File: config.mk
export PLATFORM = sky130hd
export DESIGN_NAME = hazard_unit_flat
export DESIGN_NICKNAME = d
export VERILOG_FILES = /design/src/rtl/hazard_unit_if.sv /design/src/rtl/hazard_unit.sv /design/src/flat_wrapper.sv
export SDC_FILE = /design/constraint.sdc
export NUM_CORES = 1
export LEC_CHECK = 0
export ABC_AREA = 1
export CAP_MARGIN = 20
export CORE_UTILIZATION = 42
export CTS_BUF_LIST = sky130_fd_sc_hd__clkbuf_4 sky130_fd_sc_hd__clkbuf_8
export CTS_CLUSTER_SIZE = 40
export DETAILED_ROUTE_END_ITERATION = 10
export GPL_TIMING_DRIVEN = 0
export PLACE_DENSITY = 0.95
export SETUP_SLACK_MARGIN = 0.4
export SYNTH_ARGS = -nofsm -noshare
export SYNTH_HDL_FRONTEND = slang
export SYNTH_SLANG_ARGS = --single-unit
File: constraint.sdc
create_clock -name clk -period 1.7 [get_ports clk]
set_clock_uncertainty 0.05 [all_clocks]
set_input_delay 0.17 -clock clk [delete_from_list [all_inputs] [get_ports clk]]
set_output_delay 0.17 -clock clk [all_outputs]
set_load 0.01 [all_outputs]
File: src/rtl/hazard_unit_if.sv
// Hazard unit signal bundle: pipeline-stage info in,
// stall/flush/forward controls out.
interface hazard_unit_if #(
  parameter int M = 4
);
  logic [M-1:0] regAD;
  logic [M-1:0] regBD;
  logic [M-1:0] regAE;
  logic [M-1:0] regBE;
  logic [M-1:0] regScr_E;
  logic         regw_E;
  logic         regmem_E;
  logic         branch_E;
  logic         taken_E;
  logic [4:0]   op_code_E;
  logic [M-1:0] regScr_M;
  logic         regw_M;
  logic [M-1:0] regScr_W;
  logic         regw_W;
  logic         stall_F;
  logic         stall_D;
  logic         stall_E;
  logic         flush_D;
  logic         flush_E;
  logic [1:0]   fwdA_E;
  logic [1:0]   fwdB_E;

  modport master (
    output regAD, regBD, regAE, regBE,
    output regScr_E, regw_E, regmem_E,
    output branch_E, taken_E, op_code_E,
    output regScr_M, regw_M,
    output regScr_W, regw_W,
    input  stall_F, stall_D, stall_E,
    input  flush_D, flush_E,
    input  fwdA_E, fwdB_E
  );

  modport slave (
    input  regAD, regBD, regAE, regBE,
    input  regScr_E, regw_E, regmem_E,
    input  branch_E, taken_E, op_code_E,
    input  regScr_M, regw_M,
    input  regScr_W, regw_W,
    output stall_F, stall_D, stall_E,
    output flush_D, flush_E,
    output fwdA_E, fwdB_E
  );
endinterface

File: src/rtl/hazard_unit.sv
// Pipeline hazard unit: operand forwarding, load-use stall,
// taken-branch flush and multi-cycle execute occupancy.
module hazard_unit #(
  parameter int         M      = 4,
  parameter logic [4:0] MC_OP  = 5'b11111,
  parameter int         MC_LAT = 4
) (
  input logic         clk,
  input logic         rst,
  hazard_unit_if.slave hz
);

  typedef enum logic [1:0] {
    IDLE,
    MC_BUSY,
    MC_LAST,
    BR_RECOVER
  } state_t;

  localparam bit         LONG_MC  = (MC_LAT > 2);
  localparam logic [3:0] CNT_INIT =
    LONG_MC ? 4'(MC_LAT - 3) : 4'd0;

  state_t     state_q, state_d;
  logic [3:0] cnt_q, cnt_d;

  logic taken;
  logic mc_hit;
  logic lu_hit;

  assign taken  = hz.branch_E & hz.taken_E;
  assign mc_hit = (hz.op_code_E == MC_OP);
  assign lu_hit = hz.regmem_E & hz.regw_E &
                  ((hz.regScr_E == hz.regAD) |
                   (hz.regScr_E == hz.regBD));

  // State and occupancy counter register
  always_ff @(posedge clk) begin
    if (rst) begin
      state_q <= IDLE;
      cnt_q   <= 4'd0;
    end else begin
      state_q <= state_d;
      cnt_q   <= cnt_d;
    end
  end

  // Next-state: taken branch beats MC_OP entry
  always_comb begin
    state_d = state_q;
    cnt_d   = cnt_q;
    unique case (state_q)
      IDLE: begin
        if (taken) begin
          state_d = BR_RECOVER;
        end else if (mc_hit) begin
          if (LONG_MC) begin
            state_d = MC_BUSY;
            cnt_d   = CNT_INIT;
          end else begin
            state_d = MC_LAST;
          end
        end
      end
      MC_BUSY: begin
        if (cnt_q == 4'd0) begin
          state_d = MC_LAST;
        end else begin
          cnt_d = cnt_q - 4'd1;
        end
      end
      MC_LAST: begin
        state_d = taken ? BR_RECOVER : IDLE;
      end
      BR_RECOVER: begin
        state_d = IDLE;
      end
      default: begin
        state_d = IDLE;
      end
    endcase
  end

  // Stall/flush decode; MC_LAST ignores MC_OP
  always_comb begin
    hz.stall_F = 1'b0;
    hz.stall_D = 1'b0;
    hz.stall_E = 1'b0;
    hz.flush_D = 1'b0;
    hz.flush_E = 1'b0;
    if (rst) begin
      hz.flush_D = 1'b1;
      hz.flush_E = 1'b1;
    end else begin
      unique case (state_q)
        IDLE, MC_LAST: begin
          if (taken) begin
            hz.flush_D = 1'b1;
            hz.flush_E = 1'b1;
          end else if (state_q == IDLE && mc_hit) begin
            hz.stall_F = 1'b1;
            hz.stall_D = 1'b1;
            hz.stall_E = 1'b1;
          end else if (lu_hit) begin
            hz.stall_F = 1'b1;
            hz.stall_D = 1'b1;
            hz.flush_E = 1'b1;
          end
        end
        MC_BUSY: begin
          hz.stall_F = 1'b1;
          hz.stall_D = 1'b1;
          hz.stall_E = 1'b1;
        end
        BR_RECOVER: begin
          hz.flush_D = 1'b1;
        end
        default: begin
          hz.flush_D = 1'b0;
        end
      endcase
    end
  end

  // Operand forwarding: memory stage wins over writeback
  always_comb begin
    hz.fwdA_E = 2'b00;
    hz.fwdB_E = 2'b00;
    if (!rst) begin
      if (hz.regw_M && hz.regScr_M == hz.regAE)
        hz.fwdA_E = 2'b10;
      else if (hz.regw_W && hz.regScr_W == hz.regAE)
        hz.fwdA_E = 2'b01;
      if (hz.regw_M && hz.regScr_M == hz.regBE)
        hz.fwdB_E = 2'b10;
      else if (hz.regw_W && hz.regScr_W == hz.regBE)
        hz.fwdB_E = 2'b01;
    end
  end

endmodule
File: src/flat_wrapper.sv
// flat-port wrapper written by rule: the top's interface ports become plain ports
module hazard_unit_flat 
#(
  parameter int         M      = 4,
  parameter logic [4:0] MC_OP  = 5'b11111,
  parameter int         MC_LAT = 4
)
  (clk, rst, hz_regAD, hz_regBD, hz_regAE, hz_regBE, hz_regScr_E, hz_regw_E, hz_regmem_E, hz_branch_E, hz_taken_E, hz_op_code_E, hz_regScr_M, hz_regw_M, hz_regScr_W, hz_regw_W, hz_stall_F, hz_stall_D, hz_stall_E, hz_flush_D, hz_flush_E, hz_fwdA_E, hz_fwdB_E);
  hazard_unit_if #(.M(M)) hz_i ();
  input logic clk;
  input logic rst;
  input wire logic [$bits(hz_i.regAD)-1:0] hz_regAD;
  input wire logic [$bits(hz_i.regBD)-1:0] hz_regBD;
  input wire logic [$bits(hz_i.regAE)-1:0] hz_regAE;
  input wire logic [$bits(hz_i.regBE)-1:0] hz_regBE;
  input wire logic [$bits(hz_i.regScr_E)-1:0] hz_regScr_E;
  input wire logic [$bits(hz_i.regw_E)-1:0] hz_regw_E;
  input wire logic [$bits(hz_i.regmem_E)-1:0] hz_regmem_E;
  input wire logic [$bits(hz_i.branch_E)-1:0] hz_branch_E;
  input wire logic [$bits(hz_i.taken_E)-1:0] hz_taken_E;
  input wire logic [$bits(hz_i.op_code_E)-1:0] hz_op_code_E;
  input wire logic [$bits(hz_i.regScr_M)-1:0] hz_regScr_M;
  input wire logic [$bits(hz_i.regw_M)-1:0] hz_regw_M;
  input wire logic [$bits(hz_i.regScr_W)-1:0] hz_regScr_W;
  input wire logic [$bits(hz_i.regw_W)-1:0] hz_regw_W;
  output wire logic [$bits(hz_i.stall_F)-1:0] hz_stall_F;
  output wire logic [$bits(hz_i.stall_D)-1:0] hz_stall_D;
  output wire logic [$bits(hz_i.stall_E)-1:0] hz_stall_E;
  output wire logic [$bits(hz_i.flush_D)-1:0] hz_flush_D;
  output wire logic [$bits(hz_i.flush_E)-1:0] hz_flush_E;
  output wire logic [$bits(hz_i.fwdA_E)-1:0] hz_fwdA_E;
  output wire logic [$bits(hz_i.fwdB_E)-1:0] hz_fwdB_E;
  assign hz_i.regAD = hz_regAD;
  assign hz_i.regBD = hz_regBD;
  assign hz_i.regAE = hz_regAE;
  assign hz_i.regBE = hz_regBE;
  assign hz_i.regScr_E = hz_regScr_E;
  assign hz_i.regw_E = hz_regw_E;
  assign hz_i.regmem_E = hz_regmem_E;
  assign hz_i.branch_E = hz_branch_E;
  assign hz_i.taken_E = hz_taken_E;
  assign hz_i.op_code_E = hz_op_code_E;
  assign hz_i.regScr_M = hz_regScr_M;
  assign hz_i.regw_M = hz_regw_M;
  assign hz_i.regScr_W = hz_regScr_W;
  assign hz_i.regw_W = hz_regw_W;
  assign hz_stall_F = hz_i.stall_F;
  assign hz_stall_D = hz_i.stall_D;
  assign hz_stall_E = hz_i.stall_E;
  assign hz_flush_D = hz_i.flush_D;
  assign hz_flush_E = hz_i.flush_E;
  assign hz_fwdA_E = hz_i.fwdA_E;
  assign hz_fwdB_E = hz_i.fwdB_E;
  hazard_unit #(.M(M), .MC_OP(MC_OP), .MC_LAT(MC_LAT)) u_core (.clk(clk), .rst(rst), .hz(hz_i));
endmodule
==> flow_summary.yaml <==
pwr:
  peakVddDrop_mv: 0.316
  comb_power_share_pct: 58.6
  leakagePower_nw: 0.854
  seqPwrFrac_pct: 22.2
  p_clk_share_pct: 19.3
  swShare_pct: 43.6
  power.switching_uw: 351
  power_density_nw_per_um2: 532
  total_power_uw: 805
  p_int_uw: 454
timing:
  fmax_ghz: 0.635
  rsz0062_at_grt: "true"
  worst_pin_slew_ns: 0.242
  hold_viol_final: 0
  maxSlewViolCount: 0
  finalSetupViolCount: 0
  setup_ws_ns: 0.125
  maxSlewHeadroom_pct: 83.9
  fin_tns_setup_ns: 0
  hold_slack_ns: 0.150
  min_period_over_period_pct: 92.6
  fin_crit_ns: 1.58
cts:
  cts_tree: "yes"
  cts_sinks: 6
  cts_buffers: 3
  clockBufferDepth: 2
  clkTransAtPathRegs_ns: 0.06
  clock_latency_ns: 0.26
  cts-htree-levels: 1
  postCtsHoldBufs: 0
  ctsRootBufferMaster: "clkbuf_4"
global_routing:
  grt_pass1_vias: 1282
  grt-ovfl-total: 0
  grt_max_degree: 10
  grt_antenna_before_repair: 0
  grt_usage_pct: 33.4
  grt_pass1_wl_um: 5220
floorplanning:
  initial_core_util_pct: 46.9
  rows: 15
  dieArea_um2: 2220
  io_pins: 50
  coreArea_um2: 1820
  dieWidth_um: 47.1
  die_h_um: 47.1
detailed_routing:
  dr.pass1.iters: 4
  drt_iter0_drc: 81
  drc: 0
  vias: 1350
  finalWirelength_um: 3900
  detail_route.wl_per_cell_um: 15.3
  vias_per_cell: 5.29
  ant_nets: 0
yosys:
  yosys-top-cells-area: "nand2_1 (23%), dfxtp_1 (14%), inv_1 (12%), nor2_1 (12%), xnor2_1 (8.2%)"
  yosys.area.top_type: "nand2_1"
  yosysSeqAreaShare_pct: 14.1
  synth_area_per_cell_um2: 5.34
  syn-num-nets: 203
  synthDistinctLibCells: 26
  syn_inst: 160
  syn_area_um2: 855
  yosysTopAreaCellShare_pct: 22.8
  ys_ff_latch: 6
  ys_warn_count: 0
run:
  cap_violations: 0
finish:
  regArea_um2: 128
  final_cell_area_um2: 1510
  area_delta_synth_final_pct: 76.9
  final_common_cell: "nand2_1"
  fillers: 105
  drive_above_1_share_pct: 37.4
  final_cell_mix: "nand2_1 (46), nor2_1 (23), inv_1 (21), buf_4 (19), dlygate4sd2_1 (19)"
  antennaDiodeCount: 0
  nets: 275
  multi_input_area_um2: 706
  instances_no_fill: 255
  fin_util_pct: 83.0
worst_setup_path:
  path_class: "reg2out"
  crit_fanout: 3
  cpMostUsedCell: "buf_4"
  startpoint_type: "flip-flop"
  critPathCaptureType: "primary output"
  cp.required_ns: 1.48
  cp_top_family: "buffers and inverters"
  cp_data_arrival_time_ns: 1.36
  cp_slowest_cell: "dfxtp_4"
  max_stage_delay_ns: 0.41
  worstPathCellList: "inv_4 > o211ai_1 > buf_4 > a21oi_2 > buf_4 > buf_6"
  critPathBufInv: 4
place:
  dp.cells: 233
  gp_congestion: 0.810
  portBuffers: 48
  preCtsSetupSlack_ns: -0.453
  placed_area_um2: 1370
  hpwl_um: 2110
hold_path:
  hp-class: "in2reg"
status:
  status: "complete, no violations"
[synth_stat cells]
library cell and number:
a21oi_1 6, and2_1 1, buf_2 1, buf_4 1
dfxtp_1 6, ha_1 2, inv_1 28, inv_2 1
nand2_1 52, nand2_2 2, nand2_4 2, nand3_1 4
nand3b_1 2, nand4_1 3, nor2_1 27, nor2_2 1
nor2_4 1, nor3_1 1, o211ai_1 1, o21ai_0 4
o21ai_1 1, o21ai_2 1, o221ai_1 1, or2_2 1
xnor2_1 8, xor2_1 2
[state kept, by name, summed over array words and instances (netlist names)]
name	cells
u_core.state_q	2
u_core.cnt_q	4
[power groups by stage]
stage / Sequential, mW / Clock (mW) / Combinational, mW
6_report: 0.178 / 0.155 / 0.471
2_1_floorplan: 0.168 / 0 / 0.212
5_1_grt: 0.177 / 0.157 / 0.502
4_1_cts: 0.174 / 0.136 / 0.404
3_3_place_gp: 0.169 / 0 / 0.358
3_5_place_dp: 0.171 / 0 / 0.374
[layer usage]
| metal | global-route usage, % | vias to the layer above | wire length, um |
|---|---|---|---|
| met5 | 0 | - | 0 |
| met4 | 17.7 | 0 | 168 |
| met3 | 6.15 | 25 | 291 |
| met2 | 65.0 | 97 | 1970 |
| met1 | 32.8 | 599 | 1460 |
| li1 | - | 629 | - |
[worst register-to-register path: cells and delay by family, from the launching register on]
family | cells | cell delay (ns)
AOI/OAI and AO/OA | 1 | 0.05
buffers and inverters | 2 | 0.18
DFF | 1 | 0.41
and+or+nand+nor | 6 | 0.64
[area by class of cell]
class / count / share of cell area [%]
inverter: 29 / 7.37
tap: 25 / 2.07
buffer: 2 / 0.828
multi-input combinational: 123 / 46.7
sequential: 6 / 8.44
clock buffer: 3 / 1.49
timing repair buffer: 67 / 33.1
[cell families after synthesis]
| family | Yosys count | synth area share, % |
|---|---|---|
| AO/OA/AOI/OAI | 14 | 9.37 |
| XOR/XNOR | 10 | 10.2 |
| adder cells (fa/ha/maj) | 2 | 2.93 |
| buffers and inverters | 31 | 14.2 |
| flip-flops | 6 | 14.1 |
| AND/OR/NAND/NOR | 97 | 49.2 |
[what timing repair did]
action / in CTS / in global routing
pin swaps: 40 / 21
hold endpoints to repair: 0 / 0
setup endpoints to repair: 10 / 14
cloned: 0 / 0
buffers inserted: 17 / 2
gates resized for setup: 122 / 29
[path summary, 6_finish.rpt]
path                                   from                             end  slack, ns  cells past startpoint
min                                     rst  u_core.state_q[1]$_SDFFE_PP0P_       0.15                      2
max          u_core.state_q[0]$_SDFFE_PP0P_                      hz_stall_F       0.12                      6
max reg2reg  u_core.state_q[0]$_SDFFE_PP0P_    u_core.cnt_q[1]$_SDFFE_PP0P_       0.30                      9
min reg2reg    u_core.cnt_q[0]$_SDFFE_PP0P_    u_core.cnt_q[0]$_SDFFE_PP0P_       0.49                      2
Note: power is estimated with default switching activity, not from simulation.
